[config.mk]
export PLATFORM = sky130hd
export DESIGN_NAME = dino_game_engine
export DESIGN_NICKNAME = d
export VERILOG_FILES = /design/src/rtl/dino_game_pkg.sv /design/src/rtl/dino_jump_physics.sv /design/src/rtl/dino_game_engine.sv
export SDC_FILE = /design/constraint.sdc
export NUM_CORES = 1
export LEC_CHECK = 0
export ABC_AREA = 1
export BUFFER_PORTS_ARGS = -buffer_cell sky130_fd_sc_hd__buf_2
export CORE_UTILIZATION = 35
export DETAILED_ROUTE_END_ITERATION = 8
export GPL_ROUTABILITY_DRIVEN = 0
export HOLD_SLACK_MARGIN = 0.03
export MAX_ROUTING_LAYER = met4
export PLACE_DENSITY = 0.63
export SYNTH_ARGS = -nofsm -noshare
export SYNTH_HDL_FRONTEND = slang
export SYNTH_HIERARCHICAL = 1
export SYNTH_SLANG_ARGS = --single-unit
[constraint.sdc]
create_clock -name clk -period 2 [get_ports clk]
set_input_delay 0.1 -clock clk [delete_from_list [all_inputs] [get_ports clk]]
set_output_delay 0.1 -clock clk [all_outputs]
set_load 0.02 [all_outputs]
[src/rtl/dino_game_pkg.sv]
// Shared types and default constants for the dino game engine.
// DINO_SPEEDUP_EN (consumed by dino_game_engine) enables obstacle speed-up.
package dino_game_pkg;

  typedef logic [11:0]       coord_t;
  typedef logic signed [7:0] vel_t;
  typedef logic [3:0]        speed_t;
  typedef logic [1:0]        state_t;

  localparam state_t ST_IDLE      = 2'd0;
  localparam state_t ST_RUN       = 2'd1;
  localparam state_t ST_GAME_OVER = 2'd2;

  localparam coord_t     DINO_X_DEF           = 12'd100;
  localparam coord_t     GROUND_Y_DEF         = 12'd320;
  localparam coord_t     SPAWN_X_DEF          = 12'd680;
  localparam vel_t       JUMP_V_DEF           = 8'sd16;
  localparam vel_t       GRAVITY_DEF          = 8'sd1;
  localparam speed_t     OBST_SPEED_DEF       = 4'd4;
  localparam speed_t     MAX_SPEED_DEF        = 4'd12;
  localparam logic [7:0] SPEEDUP_INTERVAL_DEF = 8'd8;

  function automatic logic [31:0] zext_coord(input coord_t v);
    return {20'd0, v};
  endfunction

endpackage

[src/rtl/dino_jump_physics.sv]
// Dino vertical motion: height, signed velocity and grounded flag, stepped once per frame tick.
module dino_jump_physics
  import dino_game_pkg::*;
#(
  parameter coord_t GROUND_Y = GROUND_Y_DEF,
  parameter vel_t   JUMP_V   = JUMP_V_DEF,
  parameter vel_t   GRAVITY  = GRAVITY_DEF
) (
  input  logic   clk,
  input  logic   reset,
  input  logic   tick,
  input  logic   start,
  input  logic   hold,
  input  logic   init,
  output coord_t y,
  output logic   grounded
);

  coord_t             y_q, y_d;
  vel_t               v_q, v_d;
  logic               grounded_q, grounded_d;
  logic signed [12:0] y_next;
  logic signed [12:0] ground_s;

  always_comb begin
    // 13-bit signed so a tall jump clamps at the top instead of wrapping.
    y_next     = $signed({1'b0, y_q}) - $signed({{5{v_q[7]}}, v_q});
    ground_s   = $signed({1'b0, GROUND_Y});
    y_d        = y_q;
    v_d        = v_q;
    grounded_d = grounded_q;
    if (init) begin
      y_d        = GROUND_Y;
      v_d        = '0;
      grounded_d = 1'b1;
    end else if (tick && !hold) begin
      if (grounded_q) begin
        if (start) begin
          v_d        = JUMP_V;
          grounded_d = 1'b0;
        end
      end else if ((v_q <= 8'sd0) && (y_next >= ground_s)) begin
        y_d        = GROUND_Y;
        v_d        = '0;
        grounded_d = 1'b1;
      end else begin
        y_d = (y_next < 13'sd0) ? '0 : y_next[11:0];
        v_d = v_q - GRAVITY;
      end
    end
  end

  always_ff @(posedge clk or negedge reset) begin
    if (!reset) begin
      y_q        <= GROUND_Y;
      v_q        <= '0;
      grounded_q <= 1'b1;
    end else begin
      y_q        <= y_d;
      v_q        <= v_d;
      grounded_q <= grounded_d;
    end
  end

  assign y        = y_q;
  assign grounded = grounded_q;

endmodule

[src/rtl/dino_game_engine.sv]
// Frame-rate dino game logic: FSM, jump request, obstacle scroll/respawn, score and LFSR strobes.
// Define DINO_SPEEDUP_EN to raise obstacle speed every SPEEDUP_INTERVAL cleared obstacles.
module dino_game_engine
  import dino_game_pkg::*;
#(
  parameter coord_t DINO_X     = DINO_X_DEF,
  parameter coord_t GROUND_Y   = GROUND_Y_DEF,
  parameter vel_t   JUMP_V     = JUMP_V_DEF,
  parameter vel_t   GRAVITY    = GRAVITY_DEF,
  parameter coord_t SPAWN_X    = SPAWN_X_DEF,
  parameter speed_t OBST_SPEED = OBST_SPEED_DEF
`ifdef DINO_SPEEDUP_EN
  ,
  parameter speed_t     MAX_SPEED        = MAX_SPEED_DEF,
  parameter logic [7:0] SPEEDUP_INTERVAL = SPEEDUP_INTERVAL_DEF
`endif
) (
  input  logic        clk,
  input  logic        reset,
  input  logic        screen_ready,
  input  logic        collision_detected,
  input  logic        jump_btn,
  output logic [31:0] x_coor,
  output logic [31:0] y_coor,
  output logic [31:0] x_coor_obstacle,
  output logic [31:0] y_coor_obstacle,
  output logic [1:0]  random_generator_clk,
  output logic [15:0] score,
  output logic        game_over,
  output state_t      dbg_state
);

  state_t      state_q, state_d;
  coord_t      x_obs_q, x_obs_d;
  logic [15:0] score_q, score_d;
  logic [1:0]  strobe_q, strobe_d;
  logic        btn_s1_q, btn_s2_q, btn_s3_q;
  logic        jump_req_q, jump_req_d;
  logic        sr_s_q, sr_prev_q;
  logic        tick, btn_rise;
  logic        phys_start, phys_hold, phys_init, grounded;
  coord_t      dino_y;
  speed_t      speed_cur;
  coord_t      step;

`ifdef DINO_SPEEDUP_EN
  speed_t     speed_q, speed_d;
  logic [7:0] clr_cnt_q, clr_cnt_d;
  assign speed_cur = speed_q;
`else
  assign speed_cur = OBST_SPEED;
`endif

  // screen_ready is registered once before edge detection, so tick lands one cycle after the rise.
  assign tick     = sr_s_q & ~sr_prev_q;
  assign btn_rise = btn_s2_q & ~btn_s3_q;
  assign step     = {8'd0, speed_cur};

  always_comb begin
    state_d    = state_q;
    x_obs_d    = x_obs_q;
    score_d    = score_q;
    strobe_d   = strobe_q;
    phys_start = 1'b0;
    phys_hold  = 1'b1;
    phys_init  = 1'b0;
    // Every tick consumes or discards a pending request; a new edge in that cycle survives.
    jump_req_d = btn_rise | (jump_req_q & ~tick);
`ifdef DINO_SPEEDUP_EN
    speed_d    = speed_q;
    clr_cnt_d  = clr_cnt_q;
`endif
    if (tick) begin
      strobe_d = 2'b00;
      case (state_q)
        ST_IDLE: begin
          if (jump_req_q) begin
            state_d     = ST_RUN;
            phys_start  = 1'b1;
            phys_hold   = 1'b0;
            strobe_d[1] = 1'b1;
          end
        end
        ST_RUN: begin
          if (collision_detected) begin
            state_d = ST_GAME_OVER;
          end else begin
            phys_hold   = 1'b0;
            phys_start  = jump_req_q;
            strobe_d[1] = jump_req_q & grounded;
            if (x_obs_q < step) begin
              x_obs_d     = SPAWN_X;
              score_d     = (score_q == 16'hFFFF) ? score_q : score_q + 16'd1;
              strobe_d[0] = 1'b1;
`ifdef DINO_SPEEDUP_EN
              if (clr_cnt_q == SPEEDUP_INTERVAL - 8'd1) begin
                clr_cnt_d = '0;
                if (speed_q < MAX_SPEED) speed_d = speed_q + 4'd1;
              end else begin
                clr_cnt_d = clr_cnt_q + 8'd1;
              end
`endif
            end else begin
              x_obs_d = x_obs_q - step;
            end
          end
        end
        ST_GAME_OVER: begin
          if (jump_req_q) begin
            state_d   = ST_IDLE;
            x_obs_d   = SPAWN_X;
            score_d   = '0;
            phys_init = 1'b1;
`ifdef DINO_SPEEDUP_EN
            speed_d   = OBST_SPEED;
            clr_cnt_d = '0;
`endif
          end
        end
        default: state_d = ST_IDLE;
      endcase
    end
  end

  always_ff @(posedge clk or negedge reset) begin
    if (!reset) begin
      state_q    <= ST_IDLE;
      x_obs_q    <= SPAWN_X;
      score_q    <= '0;
      strobe_q   <= '0;
      btn_s1_q   <= 1'b0;
      btn_s2_q   <= 1'b0;
      btn_s3_q   <= 1'b0;
      jump_req_q <= 1'b0;
      sr_s_q     <= 1'b0;
      sr_prev_q  <= 1'b0;
    end else begin
      state_q    <= state_d;
      x_obs_q    <= x_obs_d;
      score_q    <= score_d;
      strobe_q   <= strobe_d;
      btn_s1_q   <= jump_btn;
      btn_s2_q   <= btn_s1_q;
      btn_s3_q   <= btn_s2_q;
      jump_req_q <= jump_req_d;
      sr_s_q     <= screen_ready;
      sr_prev_q  <= sr_s_q;
    end
  end

`ifdef DINO_SPEEDUP_EN
  always_ff @(posedge clk or negedge reset) begin
    if (!reset) begin
      speed_q   <= OBST_SPEED;
      clr_cnt_q <= '0;
    end else begin
      speed_q   <= speed_d;
      clr_cnt_q <= clr_cnt_d;
    end
  end
`endif

  dino_jump_physics #(
    .GROUND_Y (GROUND_Y),
    .JUMP_V   (JUMP_V),
    .GRAVITY  (GRAVITY)
  ) u_physics (
    .clk      (clk),
    .reset    (reset),
    .tick     (tick),
    .start    (phys_start),
    .hold     (phys_hold),
    .init     (phys_init),
    .y        (dino_y),
    .grounded (grounded)
  );

  assign x_coor               = zext_coord(DINO_X);
  assign y_coor               = zext_coord(dino_y);
  assign x_coor_obstacle      = zext_coord(x_obs_q);
  assign y_coor_obstacle      = zext_coord(GROUND_Y);
  assign random_generator_clk = strobe_q;
  assign score                = score_q;
  assign game_over            = (state_q == ST_GAME_OVER);
  assign dbg_state            = state_q;

endmodule
==> Word level (Yosys, flattened, before mapping) <==
Cells that the tools add are included.
{ "word_totals": {"ff_bits": 59, "input_bits": 5, "out_inout_bits": 149, "wordCells": 93} }
{ "classes": {"addsub": 4, "magnitude_cmp": 4, "n_eq_ne": 11, "mux": 42, "bitwise_logic": 8, "reduce_logical": 11} }
{ "ops": {"columns": ["cell", "count"], "rows": [
  ["$mux 12", 8],
  ["$mux 16", 4],
  ["$mux 8", 5],
  ["$pmux 16 s2", 1],
  ["$pmux 12 s2", 1],
  ["$add 16x1->16 const B", 1],
  ["$eq 16x16->1 const B", 1],
  ["$mux 1", 15],
  ["$ge 13x10->1 const B", 1],
  ["$lt 13x1->1 const B", 1],
  ["$sub 13x8->13", 1],
  ["$lt 12x3->1 const B", 1],
  ["$ne 2x2->1 const B", 6],
  ["$sub 12x3->12 const B", 1],
  ["$le 8x1->1 const B", 1],
  ["$mux 2", 4],
  ["$reduce_and 4->1", 2],
  ["$sub 8x2->8 const B", 1],
  ["$pmux 1 s2", 3],
  ["$pmux 2 s3", 1],
  ["$reduce_and 6->1", 1],
  ["$and 1x1->1", 4],
  ["$reduce_and 2->1", 2],
  ["$reduce_bool 2->1", 2],
  ["9 further kinds", 12]
]} }

==> Longest topological paths before layout <==
{ "logic_depth": {"word_depth": 7, "mapped_depth": 18, "depth_no_buf": 18} }

==> Cells and area by module <==
Netlist, hierarchy kept.
{ "modules_own_cells": {"columns": ["module", "instances", "cells_per_inst", "area_per_inst_um2", "seq_area_each_um2"], "rows": [
  ["dino_game_engine", 1, 389, 2920.3, 905.9],
  ["dino_jump_physics", 1, 260, 1742.9, 529.3]
]} }

==> Worst setup path after synthesis <==
OpenSTA, ideal clock, no wires.
{ "synth_timing": {"path_kind": "register to register", "start": "register u_physics.y_q[0] (netlist: u_physics/y[0])", "end": "register u_physics.v_q[7]", "setup_ns": 0.130, "arrival_ns": 2.180, "t_required_ns": 1.870, "slack_ns": -0.309, "stages_incl_launch_ff": 17, "path_buffers": 1, "period_less_slack_ns": 2.309, "path_cell_list": "dfrtp_1 > inv_1 > ha_1 > inv_1 > fa_1 > nand2_1 > nand3_1 > and2_2 > nand3_1 > nand3_1 > nand2_1 > nand2_1 > nor2_1 > nand2_2 > buf_6 > nand3_1 > o21ai_0"} }
{ "synth_via": {"elab_chain_cells": 7} }
{ "synth_rtl": {"columns": ["item", "line", "text"], "rows": [
  ["start: declaration", "dino_jump_physics.sv:19", "coord_t y_q, y_d;"],
  ["start signal: assignment", "dino_jump_physics.sv:59", "y_q <= y_d;"],
  ["$sub 13x8->13", "dino_jump_physics.sv:27", "y_next = $signed({1'b0, y_q}) - $signed({{5{v_q[7]}}, v_q});"],
  ["$ge 13x10->1", "dino_jump_physics.sv:42", "end else if ((v_q <= 8'sd0) && (y_next >= ground_s)) begin"],
  ["$logic_and 1x1->1", "dino_jump_physics.sv:42", null],
  ["$mux 8", "dino_jump_physics.sv:42", null],
  ["$mux 8", "dino_jump_physics.sv:37", "if (grounded_q) begin"],
  ["$mux 8", "dino_jump_physics.sv:36", "end else if (tick && !hold) begin"],
  ["$mux 8", "dino_jump_physics.sv:32", "if (init) begin"],
  ["end signal: assignment", "dino_jump_physics.sv:60", "v_q <= v_d;"],
  ["end: declaration", "dino_jump_physics.sv:20", "vel_t v_q, v_d;"]
]} }
No other way between the ends. The select of a mux whose other input is x is not followed.
A chain may end at the register's enable or synchronous reset.

==> Worst setup path in the final report <==
{ "layout_timing": {"start": "register u_physics.y_q[0] (netlist: u_physics/y[0])", "end": "register u_physics.v_q[5]"} }
The elaborated chain is that of the path after synthesis.

==> summary.txt <==
Layout
  – Layout overhead on the synthesized area: 21.92%
  – Fin cells: 943
  – # fillers: 1334
  – Nets: 788
  – N_diodes: 0
  – Layout cells sized above 1: 26.33%
  – Commonest non-fill, non-tap cell in the layout: nand2_1
  – Most frequent cells in the layout: 166 x nand2_1, 106 x conb_1, 67 x inv_1

Routing
  – Drc violations: 0
  – Routed len/inst: 11.09 um
  – Routed Antenna Nets: 0
  – DRT iter0 DRCs: 142
  – Routed vias/inst: 4.310
  – Router iterations before antenna repair: 4
  – Vias: 4064
  – Final WL: 10.46 mm

Clocking
  – Max H-tree Level: 3
  – Total CTS buffers: 9
  – Clock root buffer master: clkbuf_16
  – Clock tree buffer depth: 2
  – CTS tree: yes
  – Reg clk slew, reported paths: 0.05 ns
  – Clock sinks: 57
  – Clock Latency Late Sink: 0.33 ns

Synth
  – Post-synth cell types: 40
  – YS warnings: 6
  – Post-Syn Area per Cell: 7.185 um2
  – Syn Std Cell Area: 0.004663 mm2
  – Syn Inst Count: 649
  – Seq/Total Area, Yosys: 30.78%
  – Post-synth EDFFs: 0
  – Async SR Flop Fraction: 100.0%
  – Yosys reg bits: 57
  – Main synth FF type: dfrtp_1

Global routing
  – Congestion Overflow GR: 0
  – Largest net degree at the start of global routing: 58
  – Vias in the first global route: 3798
  – Tot GR Track Use: 16.22%
  – First-pass GRT wire length: 17.74 mm
  – Antenna violations before repair: 0

Critical path
  – Startpoint Class: flop
  – Slowest cell on crit path: dfrtp_2
  – Cells along the critical path: inv_2 > ha_4 > inv_2 > fa_2 > nand2_2 > nand3_2 > and2_4 > nand2_2 > nand2_1 > nand2_1 > nand2_2 > nand2_2 > nand3_2 > nand2_4 > buf_8 > nand3_2 > o21ai_1
  – Worst r2r src: u_physics/y[0]
  – Worst path max stage delay: 0.40 ns
  – CP Capture Type: flop
  – Crit-path max FO: 8
  – Arr. time, crit path: 2.45 ns
  – Crit path top cell by count: nand2_2
  – Worst setup path startpoint: u_physics/y[0]
  – CP top delay family: simple AND/OR/NAND/NOR gates
  – Buffers & Inverters on Critical Path: 3
  – WP data required: 2.25 ns
  – Crit Path Category: flop to flop

Job
  – Max-Cap Viols: 0

Power and ir drop
  – Net Sw Frac: 46.86%
  – Total power: 9.275 mW
  – P_leak: 3.057 nW
  – Internal: 4.928 mW
  – PD cells: 1631 mW/mm2
  – Combinational share of power: 65.3%
  – Switch Pwr: 4.346 mW
  – Clk network pwr share: 15.3%
  – Share of total power in sequential cells: 19.4%
  – VDD IR-drop max: 0.7426 mV

Die
  – Die height: 117.4 um
  – FP Rows: 41
  – Die width: 117.4 um
  – Die area: 0.01379 mm2
  – Core area: 0.01282 mm2
  – Ports: 154
  – Initial core utilization: 36.36%

Timing
  – Final Critical Period: 2.199 ns
  – Clk_skew: 0.007997 ns
  – Post-route setup slack: -0.1988 ns
  – Max Fclk: 454.8 MHz
  – Final hold violation count: 0
  – Relative slew slack: 49.60%
  – Worst Max-Slew Pin Slew: 0.7561 ns
  – Slew Viols, Final: 0
  – Period utilization: 109.9%
  – RSZ-0062 raised after global routing: true
  – # setup viols final: 21

Placed design
  – Number of port buffers: 47
  – DP Cell Count: 919
  – DP HPWL: 7.817 mm
  – Dpl ws: -0.2873 ns

Outcome
  – Outcome: finished with violations
  – Failing checks: setup timing

Min path
  – Min-Delay Startpoint: collision_detected
  – Min-delay worst type: input pin to flop
==> power by group through the flow <==
stage	clock (mW)	combinational, mW	sequential [mW]
after detailed placement	0	5.22	1.81
final	1.41	6.06	1.80
after global placement	0	5.21	1.81
after global routing	1.51	6.73	1.85
after CTS	1.46	5.64	1.80
after floorplan	0	3.24	2.04
==> flip-flops by register name, summed over array words and instances, names as in the netlist, 2 cells and up <==
register and flops:
score 16, u_physics/y 12, x_obs_q 10, u_physics/v_q 8, dbg_state 2, random_generator_clk 2
==> routing by layer <==
layer | wire length [um] | track usage (%)
met5 | 0 | -
met4 | 46 | 3.815
met3 | 571 | 4.134
met2 | 5180 | 27.22
met1 | 4658 | 19.38
==> worst reg2reg max path, cell delays in order (launching register included) <==
cell and delay [ns]:
dfrtp_2 0.40, inv_2 0.07, ha_4 0.12, inv_2 0.04, fa_2 0.36, nand2_2 0.08, nand3_2 0.07, and2_4 0.16
nand2_2 0.06, nand2_1 0.06, nand2_1 0.08, nand2_2 0.06, nand2_2 0.07, nand3_2 0.07, nand2_4 0.14, buf_8 0.15
nand3_2 0.06, o21ai_1 0.08
==> path summary, 6_finish.rpt <==
path | endpoint | slack (ns) | depth (start not counted)
worst min register to register | btn_s2_q | 0.35 | 0
worst max register to register | u_physics/v_q[5] | -0.20 | 17
min in group asynchronous | u_physics/y[3] | 0.47 | 3
worst min-delay path | dbg_state[0] | 0.15 | 6
worst max-delay path | u_physics/v_q[5] | -0.20 | 17
max in group asynchronous | u_physics/y[0] | 1.01 | 3
==> synthesized netlist by cell type (2+ instances only) <==
library cell	n	area share, %
a21oi_1	10	1.1
a31oi_1	2	0.27
buf_4	106	17
buf_6	2	0.48
conb_1	2	0.16
dfrtp_1	50	27
dfstp_2	7	3.9
ha_1	16	4.3
inv_1	70	5.6
nand2_1	178	14
nand2_2	4	0.54
nand3_1	44	4.7
nand3_2	3	0.64
nand3b_1	3	0.48
nand4_1	14	1.9
nor2_1	57	4.6
nor2_4	2	0.48
nor3_1	4	0.43
o21ai_0	22	2.4
o21ai_2	10	1.9
o21bai_1	5	0.81
o22ai_1	3	0.40
xnor2_1	4	0.75
xor2_1	15	2.8
==> final cells by class <==
type	count	area (um2)	area share (%)
clock buffer	12	246.5	4.335
clock inverter	4	28.78	0.5062
tap	172	215.2	3.785
multi-input combinational	513	2728	47.98
inverter	71	266.5	4.688
sequential	57	1436	25.26
timing repair buffer	114	764.5	13.45
==> per-stage QoR <==
stage / hold WS, ns / TNS [ns] / area [um2] / util [%]
finish: 0.1544 / -3.332 / 5685 / 44.33
global route: 0.2534 / -6.412 / 5685 / 44.33
CTS: 0.1378 / -2.581 / 5554 / 43.31
detailed placement: 0.2106 / -4.755 / 5131 / 40.01
global placement: 0.2107 / -3.914 / 5131 / 40.01
floorplan: -0.1956 / -2.633 / 5084 / -
==> cell families (layout without fill, tap and decap cells) <==
logic type | after synthesis | count (layout) | synth area share, %
AND/OR/NAND/NOR | 316 | 316 | 29.43
buffers and inverters | 183 | 201 | 23.85
flip-flops | 57 | 57 | 30.78
AO/OA/AOI/OAI | 55 | 55 | 7.486
XOR/XNOR | 19 | 19 | 3.569
adder cells (fa/ha/maj) | 17 | 17 | 4.722
other | 2 | 106 | 0.1610
==> repair_timing <==
action / CTS / global route
hold buffers: 3 / 0
endpoints found under the setup margin: 21 / 21
pin swaps: 12 / 9
resized for setup: 27 / 25
setup buffers: 3 / 2
hold endpoints to repair: 52 / 0
Note: power is estimated with default switching activity, not from simulation.
